[src/rtl/mul_iter_64_pkg.sv]
// mul_iter_64_pkg
//   Shared definitions for the iterative 64x64->128 multiplier:
//   FSM state encoding, operand width, iteration-counter width and
//   the index of the final shift-add iteration.
//   No ports (package).
package mul_iter_64_pkg;

  localparam int WIDTH     = 64;
  localparam int CNT_W     = 7;
  localparam int ITER_LAST = 63;

  typedef enum logic [2:0] {
    ST_IDLE   = 3'd0,
    ST_MUL    = 3'd1,
    ST_CORR_A = 3'd2,
    ST_CORR_B = 3'd3,
    ST_DONE   = 3'd4
  } state_t;

endpackage

[src/rtl/mul_iter_64_cla.sv]
// mul_iter_64_cla
//   The 64-bit carry-lookahead adder (CLA_64bit) used by the multiplier
//   for every partial-product accumulation and signed correction.
//   Built from sixteen 4-bit lookahead groups; the group generate and
//   propagate terms feed a second-level carry chain across the groups.
// Ports:
//   A, B  : 64-bit addends
//   Cin   : carry in
//   Sum   : 64-bit sum
//   Cout  : carry out of bit 63
module mul_iter_64_cla
  import mul_iter_64_pkg::*;
(
  input  logic [WIDTH-1:0] A,
  input  logic [WIDTH-1:0] B,
  input  logic             Cin,
  output logic [WIDTH-1:0] Sum,
  output logic             Cout
);

  localparam int GROUPS = WIDTH / 4;

  logic [WIDTH-1:0]  g;
  logic [WIDTH-1:0]  p;
  logic [WIDTH-1:0]  c;
  logic [GROUPS-1:0] gg;
  logic [GROUPS-1:0] gp;
  logic [GROUPS:0]   gc;

  always_comb begin
    g  = A & B;
    p  = A ^ B;
    c  = '0;
    gg = '0;
    gp = '0;
    gc = '0;
    gc[0] = Cin;
    for (int j = 0; j < GROUPS; j++) begin
      // Group generate / propagate over bits 4j..4j+3
      gg[j] = g[4*j+3]
            | (p[4*j+3] & g[4*j+2])
            | (p[4*j+3] & p[4*j+2] & g[4*j+1])
            | (p[4*j+3] & p[4*j+2] & p[4*j+1] & g[4*j]);
      gp[j] = &p[4*j +: 4];
      gc[j+1] = gg[j] | (gp[j] & gc[j]);
      // Per-bit carries inside the group, all looked ahead from the group carry-in
      c[4*j]   = gc[j];
      c[4*j+1] = g[4*j] | (p[4*j] & gc[j]);
      c[4*j+2] = g[4*j+1] | (p[4*j+1] & g[4*j])
               | (p[4*j+1] & p[4*j] & gc[j]);
      c[4*j+3] = g[4*j+2] | (p[4*j+2] & g[4*j+1])
               | (p[4*j+2] & p[4*j+1] & g[4*j])
               | (p[4*j+2] & p[4*j+1] & p[4*j] & gc[j]);
    end
    Sum  = p ^ c;
    Cout = gc[GROUPS];
  end

endmodule

[src/rtl/mul_iter_64.sv]
// mul_iter_64
//   Iterative 64x64->128 shift-add multiplier. Serves MUL (low half) and
//   UMULH/SMULH (high half). One partial product is accumulated per clock
//   through the shared CLA; signed results apply two subtraction
//   corrections to the high half after the 64 unsigned iterations.
// Ports:
//   clk       : rising-edge clock
//   rst_n     : asynchronous active-low reset
//   start     : request, accepted only in IDLE or DONE
//   is_signed : 1 = two's-complement operands, latched on accept
//   a, b      : multiplicand / multiplier, latched on accept
//   busy      : high from accept until the last iteration/correction
//   done      : one-cycle pulse, product valid in this cycle
//   prod_hi   : product bits 127:64
//   prod_lo   : product bits 63:0
//
// Handshake: a request is taken at a rising edge where start=1 and the
// FSM is in IDLE or DONE; start is ignored otherwise. busy is high in
// every cycle after the accept edge up to the final working edge; done is
// high for exactly one cycle afterwards, with busy low, and the product is
// valid in that cycle. Asserting start during the done cycle launches the
// next operation without an idle cycle.
module mul_iter_64
  import mul_iter_64_pkg::*;
(
  input  logic             clk,
  input  logic             rst_n,
  input  logic             start,
  input  logic             is_signed,
  input  logic [WIDTH-1:0] a,
  input  logic [WIDTH-1:0] b,
  output logic             busy,
  output logic             done,
  output logic [WIDTH-1:0] prod_hi,
  output logic [WIDTH-1:0] prod_lo
);

  state_t           state;
  logic [CNT_W-1:0] count;
  logic [WIDTH-1:0] hi;
  logic [WIDTH-1:0] lo;
  logic [WIDTH-1:0] mcand;
  logic [WIDTH-1:0] b_orig;   // lo is shifted away, so b is kept for CORR_B/CORR_A
  logic             sgn;

  logic [WIDTH-1:0] add_a;
  logic [WIDTH-1:0] add_b;
  logic             add_cin;
  logic [WIDTH-1:0] sum;
  logic             cout;

  logic             accept;

  assign accept = start && ((state == ST_IDLE) || (state == ST_DONE));

  // Adder operand selection. Corrections always drive the adder, with a
  // zero addend when no subtraction is needed, so latency never varies.
  always_comb begin
    add_a   = hi;
    add_b   = '0;
    add_cin = 1'b0;
    case (state)
      ST_MUL: begin
        add_b = lo[0] ? mcand : '0;
      end
      ST_CORR_A: begin
        // negative a: subtract b from the high half
        if (mcand[WIDTH-1]) begin
          add_b   = ~b_orig;
          add_cin = 1'b1;
        end
      end
      ST_CORR_B: begin
        // negative b: subtract a from the high half
        if (b_orig[WIDTH-1]) begin
          add_b   = ~mcand;
          add_cin = 1'b1;
        end
      end
      default: begin
        add_b   = '0;
        add_cin = 1'b0;
      end
    endcase
  end

  mul_iter_64_cla u_cla (
    .A    (add_a),
    .B    (add_b),
    .Cin  (add_cin),
    .Sum  (sum),
    .Cout (cout)
  );

  always_ff @(posedge clk or negedge rst_n) begin
    if (!rst_n) begin
      state  <= ST_IDLE;
      count  <= '0;
      hi     <= '0;
      lo     <= '0;
      mcand  <= '0;
      b_orig <= '0;
      sgn    <= 1'b0;
      busy   <= 1'b0;
      done   <= 1'b0;
    end else begin
      case (state)
        ST_IDLE, ST_DONE: begin
          done <= 1'b0;
          if (accept) begin
            mcand  <= a;
            b_orig <= b;
            sgn    <= is_signed;
            hi     <= '0;
            lo     <= b;
            count  <= '0;
            busy   <= 1'b1;
            state  <= ST_MUL;
          end else begin
            busy  <= 1'b0;
            state <= ST_IDLE;
          end
        end
        ST_MUL: begin
          // {hi,lo} <= {cout, sum, lo} >> 1
          hi    <= {cout, sum[WIDTH-1:1]};
          lo    <= {sum[0], lo[WIDTH-1:1]};
          count <= count + CNT_W'(1);
          if (count == CNT_W'(ITER_LAST)) begin
            if (sgn) begin
              state <= ST_CORR_A;
            end else begin
              state <= ST_DONE;
              busy  <= 1'b0;
              done  <= 1'b1;
            end
          end
        end
        ST_CORR_A: begin
          hi    <= sum;   // carry-out dropped: result is modulo 2^64
          state <= ST_CORR_B;
        end
        ST_CORR_B: begin
          hi    <= sum;
          state <= ST_DONE;
          busy  <= 1'b0;
          done  <= 1'b1;
        end
        default: begin
          state <= ST_IDLE;
          busy  <= 1'b0;
          done  <= 1'b0;
        end
      endcase
    end
  end

  // The accumulator only moves while an operation runs, so the product
  // outputs hold in IDLE and follow the accumulator once a request is taken.
  assign prod_hi = hi;
  assign prod_lo = lo;

endmodule

[config.mk]
export PLATFORM = sky130hd
export DESIGN_NAME = mul_iter_64
export DESIGN_NICKNAME = d
export VERILOG_FILES = /design/src/rtl/mul_iter_64_pkg.sv /design/src/rtl/mul_iter_64_cla.sv /design/src/rtl/mul_iter_64.sv
export SDC_FILE = /design/constraint.sdc
export NUM_CORES = 1
export LEC_CHECK = 0
export ABC_AREA = 1
export BUFFER_PORTS_ARGS = -buffer_cell sky130_fd_sc_hd__buf_2
export CAP_MARGIN = 20
export CORE_AREA = 2 2 171 173
export CTS_CLUSTER_SIZE = 20
export DETAILED_ROUTE_END_ITERATION = 8
export DIE_AREA = 0 0 173 175
export GPL_TIMING_DRIVEN = 1
export PLACE_DENSITY_LB_ADDON = 0.15
export SYNTH_ARGS = -nofsm -noshare
export SYNTH_HDL_FRONTEND = slang
export SYNTH_HIERARCHICAL = 1
export SYNTH_SLANG_ARGS = --single-unit
[constraint.sdc]
create_clock -name clk -period 8 [get_ports clk]
set_input_delay 1.2 -clock clk [delete_from_list [all_inputs] [get_ports clk]]
set_output_delay 1.2 -clock clk [all_outputs]
set_load 0.01 [all_outputs]
==> metrics.yaml, run 1 <==
clock_tree:
  cts_made_buffers: 29
  clk_pin_slew_ns: 0.06
  cts_tree: "built"
  cts_sinks: 269
  post_cts_resize_count: 0
  htree_levels: 1
  post_cts_buffers: 0
  clock_path_buffers: 3
  hold_buffers: 0
  clock_latency_ns: 0.55
  clockRootBuffer: "clkbuf_16"
finish:
  n_fill_cell: 2601
  layout_commonest_cell: "nand2_1"
  layout_common_cells: "722 x nand2_1, 269 x dfrtp_1, 260 x buf_2"
  multi_input_area_um2: 7290
  fin_nets: 2296
  drive_gt1_frac: 0.180
  regArea_um2: 6730
  syn_to_final_growth_pct: 17.3
  fin_util: 0.613
routing:
  wl_per_cell_um: 15.3
  via_per_inst: 5.26
  vias: 13100
  wl_mm: 38.2
  firstDrtPassIters: 7
  antenna_left: 0
  first_iter_violations: 901
  drc: 0
critical_path:
  endpoint_kind: "flop"
  cp_top_family: "simple AND/OR/NAND/NOR gates"
  slowest_delay_ns: 0.78
  slowest_stage: "nor2_4"
  cp-start-kind: "flop"
  worst-path-buf-inv: 1
  crit_type: "flop to flop"
  cpMostUsedCell: "nand2_4"
  cp_max_fo: 38
  arrival_ns: 5.68
  required_ns: 8.43
grt:
  grt_pass1_vias: 12800
  busiest_layer: "met2"
  grt_util_met1: 0.362
  grt-ovfl-total: 0
  grt_pass1_wl_mm: 64.1
  met3_usage: 0.0487
  use_met2: 0.399
  track_usage: 0.254
  grt_start_max_net_pins: 177
  antenna_found_initial: 3
yosys:
  yosysWarningCount: 6
  seq_area_frac_synth: 0.454
  ys_ff_latch: 269
  syn_nets: 2085
  synthTopCellsByArea: "dfrtp_1 45%, nand2_1 18%, nand3_1 7.5%, ha_1 5.5%, a22oi_1 3.0%"
  yosys.area.top_type: "dfrtp_1"
  synth_edf_count: 0
  synth.distinct_cells: 33
  synthesis.area_um2: 14800
  syn_area_per_cell_um2: 7.93
  synth_top_area_frac: 0.454
  ys_async_sr_fraction: 1.00
  synth_ff_type: "dfrtp_1"
  syn_inst: 1872
placement:
  gp_congestion: 0.818
  dp_hpwl_mm: 25.5
  pre_cts_ws_ns: 2.78
  port_buffers: 261
floorplan:
  dieHeight_um: 175
  die-area_um2: 30300
  core_um2: 28400
  dieWidth_um: 173
  rows: 62
  start_util: 0.523
  ios: 262
flow_run:
  maxCapViolCount: 0
timing:
  tns_ns: 0
  max-slew-margin-rel: 0.330
  rsz0062_at_grt: "false"
  fin_worst_skew_ns: 0.0110
  fin_crit_sh: 0.656
  finalSetupViolations: 0
  hold_viol_final: 0
  drv_slew: 0
  fmax_mhz: 191
  whs_ns: 0.483
  post-route-min-period_ns: 5.25
  timing.final.ws_setup_ns: 2.75
  tightest_slew_ns: 1.00
power:
  power_density_nw_per_um2: 166
  p_leak_nw: 9.39
  max-vdd-ir-drop_uv: 126
min_path:
  min_path_type: "flop to flop"
run_status:
  status: "complete, no violations"
==> cell usage after synthesis, types with 4 or more instances <==
cell      count
nand2_1     723
dfrtp_1     269
nand3_1     221
inv_1       102
nor2_1       88
o21ai_0      66
ha_1         65
a22oi_1      60
buf_2        51
a21oi_1      42
clkbuf_1     36
xor2_1       31
nand2_4      20
nand2_2      17
fa_1         16
xnor2_1      14
o21ai_1      11
o21bai_1      9
inv_2         6
buf_1         4
o211ai_1      4
==> path summary, 6_finish.rpt <==
check | start | endpoint | slack, ns | cells past startpoint
setup / recovery | state[0] | prod_hi[61] | 2.75 | 41
hold / removal | done | done | 0.48 | 2
setup reg to reg | state[0] | prod_hi[61] | 2.75 | 41
hold reg to reg | done | done | 0.48 | 2
max in group asynchronous | rst_n | mcand[53] | 6.01 | 2
min in group asynchronous | rst_n | prod_lo[20] | 0.64 | 1
==> logic make-up (layout without fill, tap and decap cells) <==
family,after synthesis,after routing,synth area share
AO/OA/AOI/OAI,196,196,0.0796
XOR/XNOR,45,45,0.0266
adder cells (fa/ha/maj),81,81,0.0764
buffers and inverters,203,433,0.0569
flip-flops,269,269,0.454
other,0,3,0
AND/OR/NAND/NOR,1078,1078,0.307
==> worst min-delay path: stages, from the launching register on <==
cell and delay, ns:
dfrtp_1 0.35, nand2_1 0.05, nand2_1 0.05
==> metrics by stage <==
| step | std cells | instance area (µm²) | power (mW) |
|---|---|---|---|
| final | 2489 | 17400 | 2.88 |
| after global routing | 2489 | 17400 | 2.97 |
| after CTS | 2486 | 17400 | 2.92 |
| after detailed placement | 2436 | 16400 | 1.45 |
| after global placement | 2435 | 16300 | 1.45 |
| after floorplan | 1872 | 14800 | 1.39 |
==> cell type report <==
type	instances	area share
Timing Repair Buffer	274	0.0831
Clock buffer	36	0.0466
Tap cell	384	0.0276
Multi-Input combinational cell	1400	0.419
Clock inverter	14	0.0132
Sequential cell	269	0.387
Inverter	109	0.0238
Antenna cell	3	0.000431
==> layer usage <==
metal,routed length (µm),up-vias
met2,17000,350
li1,-,6460
met4,764,0
met1,17900,6242
met5,0,-
met3,2480,52
==> sequential cells by signal, summed over array words and instances, names as in the netlist <==
name / flops
done: 1
sgn: 1
mcand: 64
count: 7
b_orig: 64
prod_hi: 64
state: 3
busy: 1
prod_lo: 64
==> where the power goes <==
group	leakage (nW)	internal, mW	switching (mW)
Combinational	5.91	0.0235	0.0358
Clock	0.503	0.906	0.555
Sequential	2.98	1.36	0
(Power assumes the default switching activity.)
==> run 2: changes to the inputs <==
--- a/config.mk
+++ b/config.mk
@@ -8,10 +8,10 @@
 export ABC_AREA = 1
 export BUFFER_PORTS_ARGS = -buffer_cell sky130_fd_sc_hd__buf_2
 export CAP_MARGIN = 20
-export CORE_AREA = 2 2 171 173
+export CORE_AREA = 2 2 174 176
 export CTS_CLUSTER_SIZE = 20
 export DETAILED_ROUTE_END_ITERATION = 8
-export DIE_AREA = 0 0 173 175
+export DIE_AREA = 0 0 176 178
 export GPL_TIMING_DRIVEN = 1
 export PLACE_DENSITY_LB_ADDON = 0.15
 export SYNTH_ARGS = -nofsm -noshare
==> constraint.sdc (replaced) <==
create_clock -name clk -period 4.3 [get_ports clk]
set_input_delay 0.645 -clock clk [delete_from_list [all_inputs] [get_ports clk]]
set_output_delay 0.645 -clock clk [all_outputs]
set_load 0.01 [all_outputs]
==> run 2 against run 1 <==
  * Die area is 3.5% higher
  * Flip-flop and latch count stayed put
  * Maximum frequency is 24% higher
  * Clock-buffer cell count is 9 higher
  * Clock power is 81% higher
  * Largest power group unchanged
  * Highest routed layer unchanged
==> metrics.yaml, run 2 (synthesized netlist as in run 1, its figures left out) <==
run_status:
  status: "complete, no violations"
finish:
  regArea_um2: 6730  # unchanged
  fin_nets: 2356  # +2.6%
  design_area_um2: 18400  # +5.6%
  multi_input_area_um2: 7730  # +6.1%
  layout_common_cells: "702 x nand2_1, 269 x dfrtp_1, 260 x buf_2"
  layout_commonest_cell: "nand2_1"
  drive_gt1_frac: 0.230  # +0.0501
  syn_to_final_growth_pct: 23.9
  fin_cells: 2554  # +2.6%
  n_fill_cell: 2624  # +0.88%
clock_tree:
  cts_sinks: 269  # unchanged
  clockRootBuffer: "clkbuf_16"
  htree_levels: 1  # unchanged
  clk_pin_slew_ns: 0.06  # about the same
  clock_latency_ns: 0.56  # about the same
  cts_tree: "built"
  clock_path_buffers: 3  # unchanged
  cts_made_buffers: 30  # +3.4%
  hold_buffers: 0  # unchanged
critical_path:
  reg2reg_depth: 41  # unchanged
  arrival_ns: 4.68  # -1.00 ns
  crit_type: "flop to flop"
  crit_path_start: "state[2]"
  endpoint_kind: "flop"
  r2r-start: "state[2]"
  reg2reg_to: "prod_hi[60]"
  cp-start-kind: "flop"
  required_ns: 4.74  # -3.69 ns
  cp_max_fo: 5  # -87%
  cpMostUsedCell: "nand2_4"
  worst-path-buf-inv: 3  # +2
  r2r_slack_ns: 0.06  # -2.69 ns
  slowest_stage: "dfrtp_1"
  slowest_delay_ns: 0.40  # -0.38 ns
  cp_top_family: "simple AND/OR/NAND/NOR gates"
routing:
  met3_length_mm: 2.64  # +6.5%
  drt-met1-wl_mm: 18.2  # +2.0%
  wl_per_cell_um: 16.0  # +4.4%
  antenna_left: 0  # unchanged
  top_layer_used: "met4"
  drc: 0  # unchanged
  wl_mm: 40.9  # +7.1%
  first_iter_violations: 822  # -8.8%
  via_per_inst: 5.25  # -0.32%
  dr_wl_met2_mm: 18.9  # +11%
  vias: 13400  # +2.3%
  firstDrtPassIters: 5  # -2
grt:
  grt_pass1_vias: 13500  # +5.6%
  grt-ovfl-total: 0  # unchanged
  track_usage: 0.260  # +0.00645
  grt_pass1_wl_mm: 66.5  # +3.6%
  antenna_found_initial: 2  # -1
  grt_start_max_net_pins: 129  # -27%
placement:
  dp_hpwl_mm: 27.3  # +7.2%
  gp_congestion: 0.889  # +8.7%
  port_buffers: 261  # unchanged
  dp.cells: 2485  # +2.0%
  dpl_cell_area_um2: 16800  # +2.5%
power:
  power_density_nw_per_um2: 288  # +74%
  p_leak_nw: 10.0  # +6.4%
  fin_total_pwr_mw: 5.28  # +83%
  max-vdd-ir-drop_uv: 280  # +120%
timing:
  post-route-min-period_ns: 4.24  # -1.01 ns
  fin_worst_skew_ns: 0.0121  # +0.00103 ns
  fin_crit_sh: 0.986  # +0.330
  rsz0062_at_grt: "true"
  fmax_mhz: 236  # +24%
  drv_slew: 0  # unchanged
  hold_viol_final: 0  # unchanged
  finalSetupViolations: 0  # unchanged
  max-slew-margin-rel: 0.294  # -0.0358
  tns_ns: 0  # unchanged
  tightest_slew_ns: 1.06  # +0.0561 ns
  whs_ns: 0.182  # -0.300 ns
floorplan:
  rows: 63  # +1.6%
  ios: 262  # unchanged
  die-area_um2: 31300  # +3.5%
  dieWidth_um: 176  # +1.7%
  core_um2: 29400  # +3.6%
  start_util: 0.505  # -0.0179
  dieHeight_um: 178  # +1.7%
min_path:
  min_path_type: "input port to asynchronous set/reset pin"
flow_run:
  maxCapViolCount: 0  # unchanged
==> run 2: layout make-up <==
cell class / instances / area share
multi-input cells: 1400 / 0.421
flip-flops and latches: 269 / 0.366
repair buffers: 333 / 0.109
clock buffers: 45 / 0.0478
well taps: 390 / 0.0266
inverters: 109 / 0.0227
clock inverters: 6 / 0.00708
diodes: 2 / 0.000272
==> run 2: power by group <==
group | switching [mW] | leakage [nW] | internal [mW]
registers | 0 | 2.98 | 2.53
logic | 0.0681 | 6.52 | 0.0458
clock network | 1.01 | 0.493 | 1.63
total | 1.08 | 10.0 | 4.21
==> run 2: how the worst max path moves through the flow <==
| stage | to | slack, ns | depth (start not counted) |
|---|---|---|---|
| 2_1_floorplan | prod_hi[61] | 0.002 | 43 |
| 3_3_place_gp | prod_hi[61] | 0.03 | 43 |
| 3_5_place_dp | prod_hi[60] | -0.1 | 43 |
| 4_1_cts | prod_hi[61] | -0.005 | 46 |
| 5_1_grt | prod_hi[60] | -0.15 | 43 |
| 6_report | prod_hi[60] | 0.06 | 41 |
==> run 2: routing by layer <==
metal  up-vias  global-route usage
li1       6587                   -
met1      6392               0.349
met2       345               0.427
met3        79              0.0482
met4         0              0.0895
met5         -                   0
==> run 2: what timing repair did <==
action | 4_1_cts | 5_1_grt
gates resized for setup | 34 | 59
buffers inserted | 12 | 5
setup endpoints to repair | 2 | 17
cloned | 2 | 0
pin swaps | 19 | 31
==> run 2: stage by stage <==
stage / utilization / setup WS, ns
6_report: 0.625 / 0.0586
5_1_grt: 0.625 / -0.154
4_1_cts: 0.617 / -0.00526
3_5_place_dp: 0.570 / -0.0981
3_3_place_gp: 0.570 / 0.0289
2_1_floorplan: - / 0.00226
==> run 3: changes to the inputs <==
==> constraint.sdc (replaced) <==
create_clock -name clk -period 4.3 [get_ports clk]
set_input_delay 0.215 -clock clk [delete_from_list [all_inputs] [get_ports clk]]
set_output_delay 0.215 -clock clk [all_outputs]
set_load 0.01 [all_outputs]
==> run 3 against run 2 <==
  * The run now ends with negative setup slack left
  * Register-to-register slack lost 0.19 ns
  * Hold slack worse by 0.12 ns
  * Routed wire length up 6.7%
  * Global-route usage is 1.6 points higher
  * Flip-flop and latch count is the same
  * Worst setup slack got worse by 0.19 ns
  * Via count up 6.1%
  * Design area up 8.8%
  * Combinational power is 82% higher
  * Clock skew increased by 0.00096 ns
  * Sequential power is essentially flat
  * Critical path type unchanged
  * Critical endpoint is now prod_hi[61]
  * Highest routed layer unchanged
==> metrics.yaml, run 3 (synthesized netlist as in run 1, its figures left out) <==
run_status:
  status: "complete, but fails checks"
  violations: "negative setup slack"
timing:
  tightest_slew_ns: 1.08  # +0.0217 ns
  fin_worst_skew_ns: 0.0130  # +0.000963 ns
  fmax_mhz: 226  # -4.2%
  timing.final.ws_setup_ns: -0.127  # -0.185 ns
  finalSetupViolations: 8  # +8
  whs_ns: 0.0597  # -0.123 ns
  hold_viol_final: 0  # unchanged
  rsz0062_at_grt: "true"
  fin_crit_sh: 1.03  # +0.0431
  drv_slew: 0  # unchanged
  max-slew-margin-rel: 0.277  # -0.0170
  post-route-min-period_ns: 4.43  # +0.185 ns
floorplan:
  rows: 63  # unchanged
  core_um2: 29400  # unchanged
  dieWidth_um: 176  # unchanged
  ios: 262  # unchanged
  start_util: 0.505  # unchanged
  dieHeight_um: 178  # unchanged
  die-area_um2: 31300  # unchanged
placement:
  dp_hpwl_mm: 27.5  # +0.82%
  gp_congestion: 0.875  # -1.5%
  dp.cells: 2485  # unchanged
  port_buffers: 261  # unchanged
clock_tree:
  cts_made_buffers: 30  # unchanged
  cts_tree: "built"
  clock_latency_ns: 0.56  # about the same
  clockRootBuffer: "clkbuf_16"
  htree_levels: 1  # unchanged
  clock_path_buffers: 3  # unchanged
  cts_sinks: 269  # unchanged
  clk_pin_slew_ns: 0.06  # about the same
critical_path:
  cp-start-kind: "flop"
  cp_top_family: "simple AND/OR/NAND/NOR gates"
  cp_max_fo: 4  # -1
  endpoint_kind: "flop"
  worst-path-buf-inv: 3  # unchanged
  crit_type: "flop to flop"
  cpMostUsedCell: "nand2_4"
  slowest_stage: "dfrtp_1"
  slowest_delay_ns: 0.41  # about the same
  required_ns: 4.75  # about the same
  arrival_ns: 4.87  # +0.19 ns
routing:
  vias: 14200  # +6.1%
  antenna_left: 0  # unchanged
  wl_per_cell_um: 16.1  # +0.90%
  wl_mm: 43.6  # +6.7%
  firstDrtPassIters: 8  # +3
  drc: 0  # unchanged
  first_iter_violations: 1048  # +27%
  via_per_inst: 5.26  # +0.28%
finish:
  fin_nets: 2503  # +6.2%
  syn_to_final_growth_pct: 34.7
  drive_gt1_frac: 0.223  # -0.00694
  layout_commonest_cell: "nand2_1"
  layout_common_cells: "710 x nand2_1, 268 x dfrtp_1, 260 x buf_2"
  fin_cells: 2701  # +5.8%
grt:
  grt_start_max_net_pins: 112  # -13%
  track_usage: 0.276  # +0.0160
  grt-ovfl-total: 0  # unchanged
  grt_pass1_vias: 14200  # +5.3%
  antenna_found_initial: 1  # -1
  grt_pass1_wl_mm: 70.3  # +5.8%
min_path:
  min_path_type: "input port to flop"
power:
  p_leak_nw: 10.6  # +6.2%
  max-vdd-ir-drop_uv: 296  # +5.7%
  power_density_nw_per_um2: 282  # -2.0%
flow_run:
  maxCapViolCount: 0  # unchanged
run 3: layer usage:
metal / up-vias / GRT usage / share of wire
met5: - / 0 / 0
met4: 0 / 0.0906 / 0.031
li1: 6875 / - / -
met1: 6783 / 0.356 / 0.43
met2: 464 / 0.469 / 0.48
met3: 92 / 0.0537 / 0.067
run 3: area by class of cell:
class	instances	area, µm²
timing repair buffer	480	3520
inverter	109	418
clock inverter	13	250
tap	390	488
sequential	269	6730
antenna	1	2.50
fill	2367	9410
multi-input combinational	1400	7710
clock buffer	39	876
run 3: worst paths after layout:
| path | cells after the start | endpoint | slack, ns | from |
|---|---|---|---|---|
| worst max-delay path | 41 | prod_hi[61] | -0.13 | state[2] |
| worst min-delay path | 4 | count[3] | 0.06 | start |
| worst max register to register | 41 | prod_hi[61] | -0.13 | state[2] |
| worst min register to register | 2 | busy | 0.47 | busy |
| max in group asynchronous | 3 | prod_lo[43] | 2.89 | rst_n |
| min in group asynchronous | 2 | prod_hi[62] | 0.25 | rst_n |
run 3: through the flow:
stage | TNS [ns] | setup WS [ns] | cell area, µm² | total power, mW | util
after global placement | 0 | 0.00547 | 16700 | 2.69 | 0.569
final | -0.407 | -0.127 | 20000 | 5.63 | 0.680
after global routing | -3.05 | -0.361 | 20000 | 5.80 | 0.680
after floorplan | 0 | 0.00226 | 14900 | 2.58 | -
after CTS | -0.0400 | -0.0400 | 19800 | 5.69 | 0.672
after detailed placement | -0.287 | -0.153 | 16700 | 2.69 | 0.569
run 3: power by group:
part	switching [mW]	internal, mW
logic	0.0860	0.122
registers	0	2.53
clock network	1.06	1.84
run 3: worst register-to-register path, delay by kind of cell, from the launching register on:
family | cells | cell delay (ns)
buf+inv | 3 | 0.37
xor+xnor | 1 | 0.16
simple gates | 32 | 2.19
flops | 1 | 0.41
compound gates | 3 | 0.60
fa+ha+maj | 2 | 0.57
run 3: what timing repair did:
| item | 4_1_cts | 5_1_grt |
|---|---|---|
| gates resized for setup | 49 | 34 |
| hold buffers | 130 | 0 |
| endpoints found under the setup margin | 5 | 17 |
| pin swaps | 19 | 30 |
| gates cloned | 4 | 0 |
| buffers inserted | 18 | 11 |
| hold endpoints to repair | 288 | 0 |
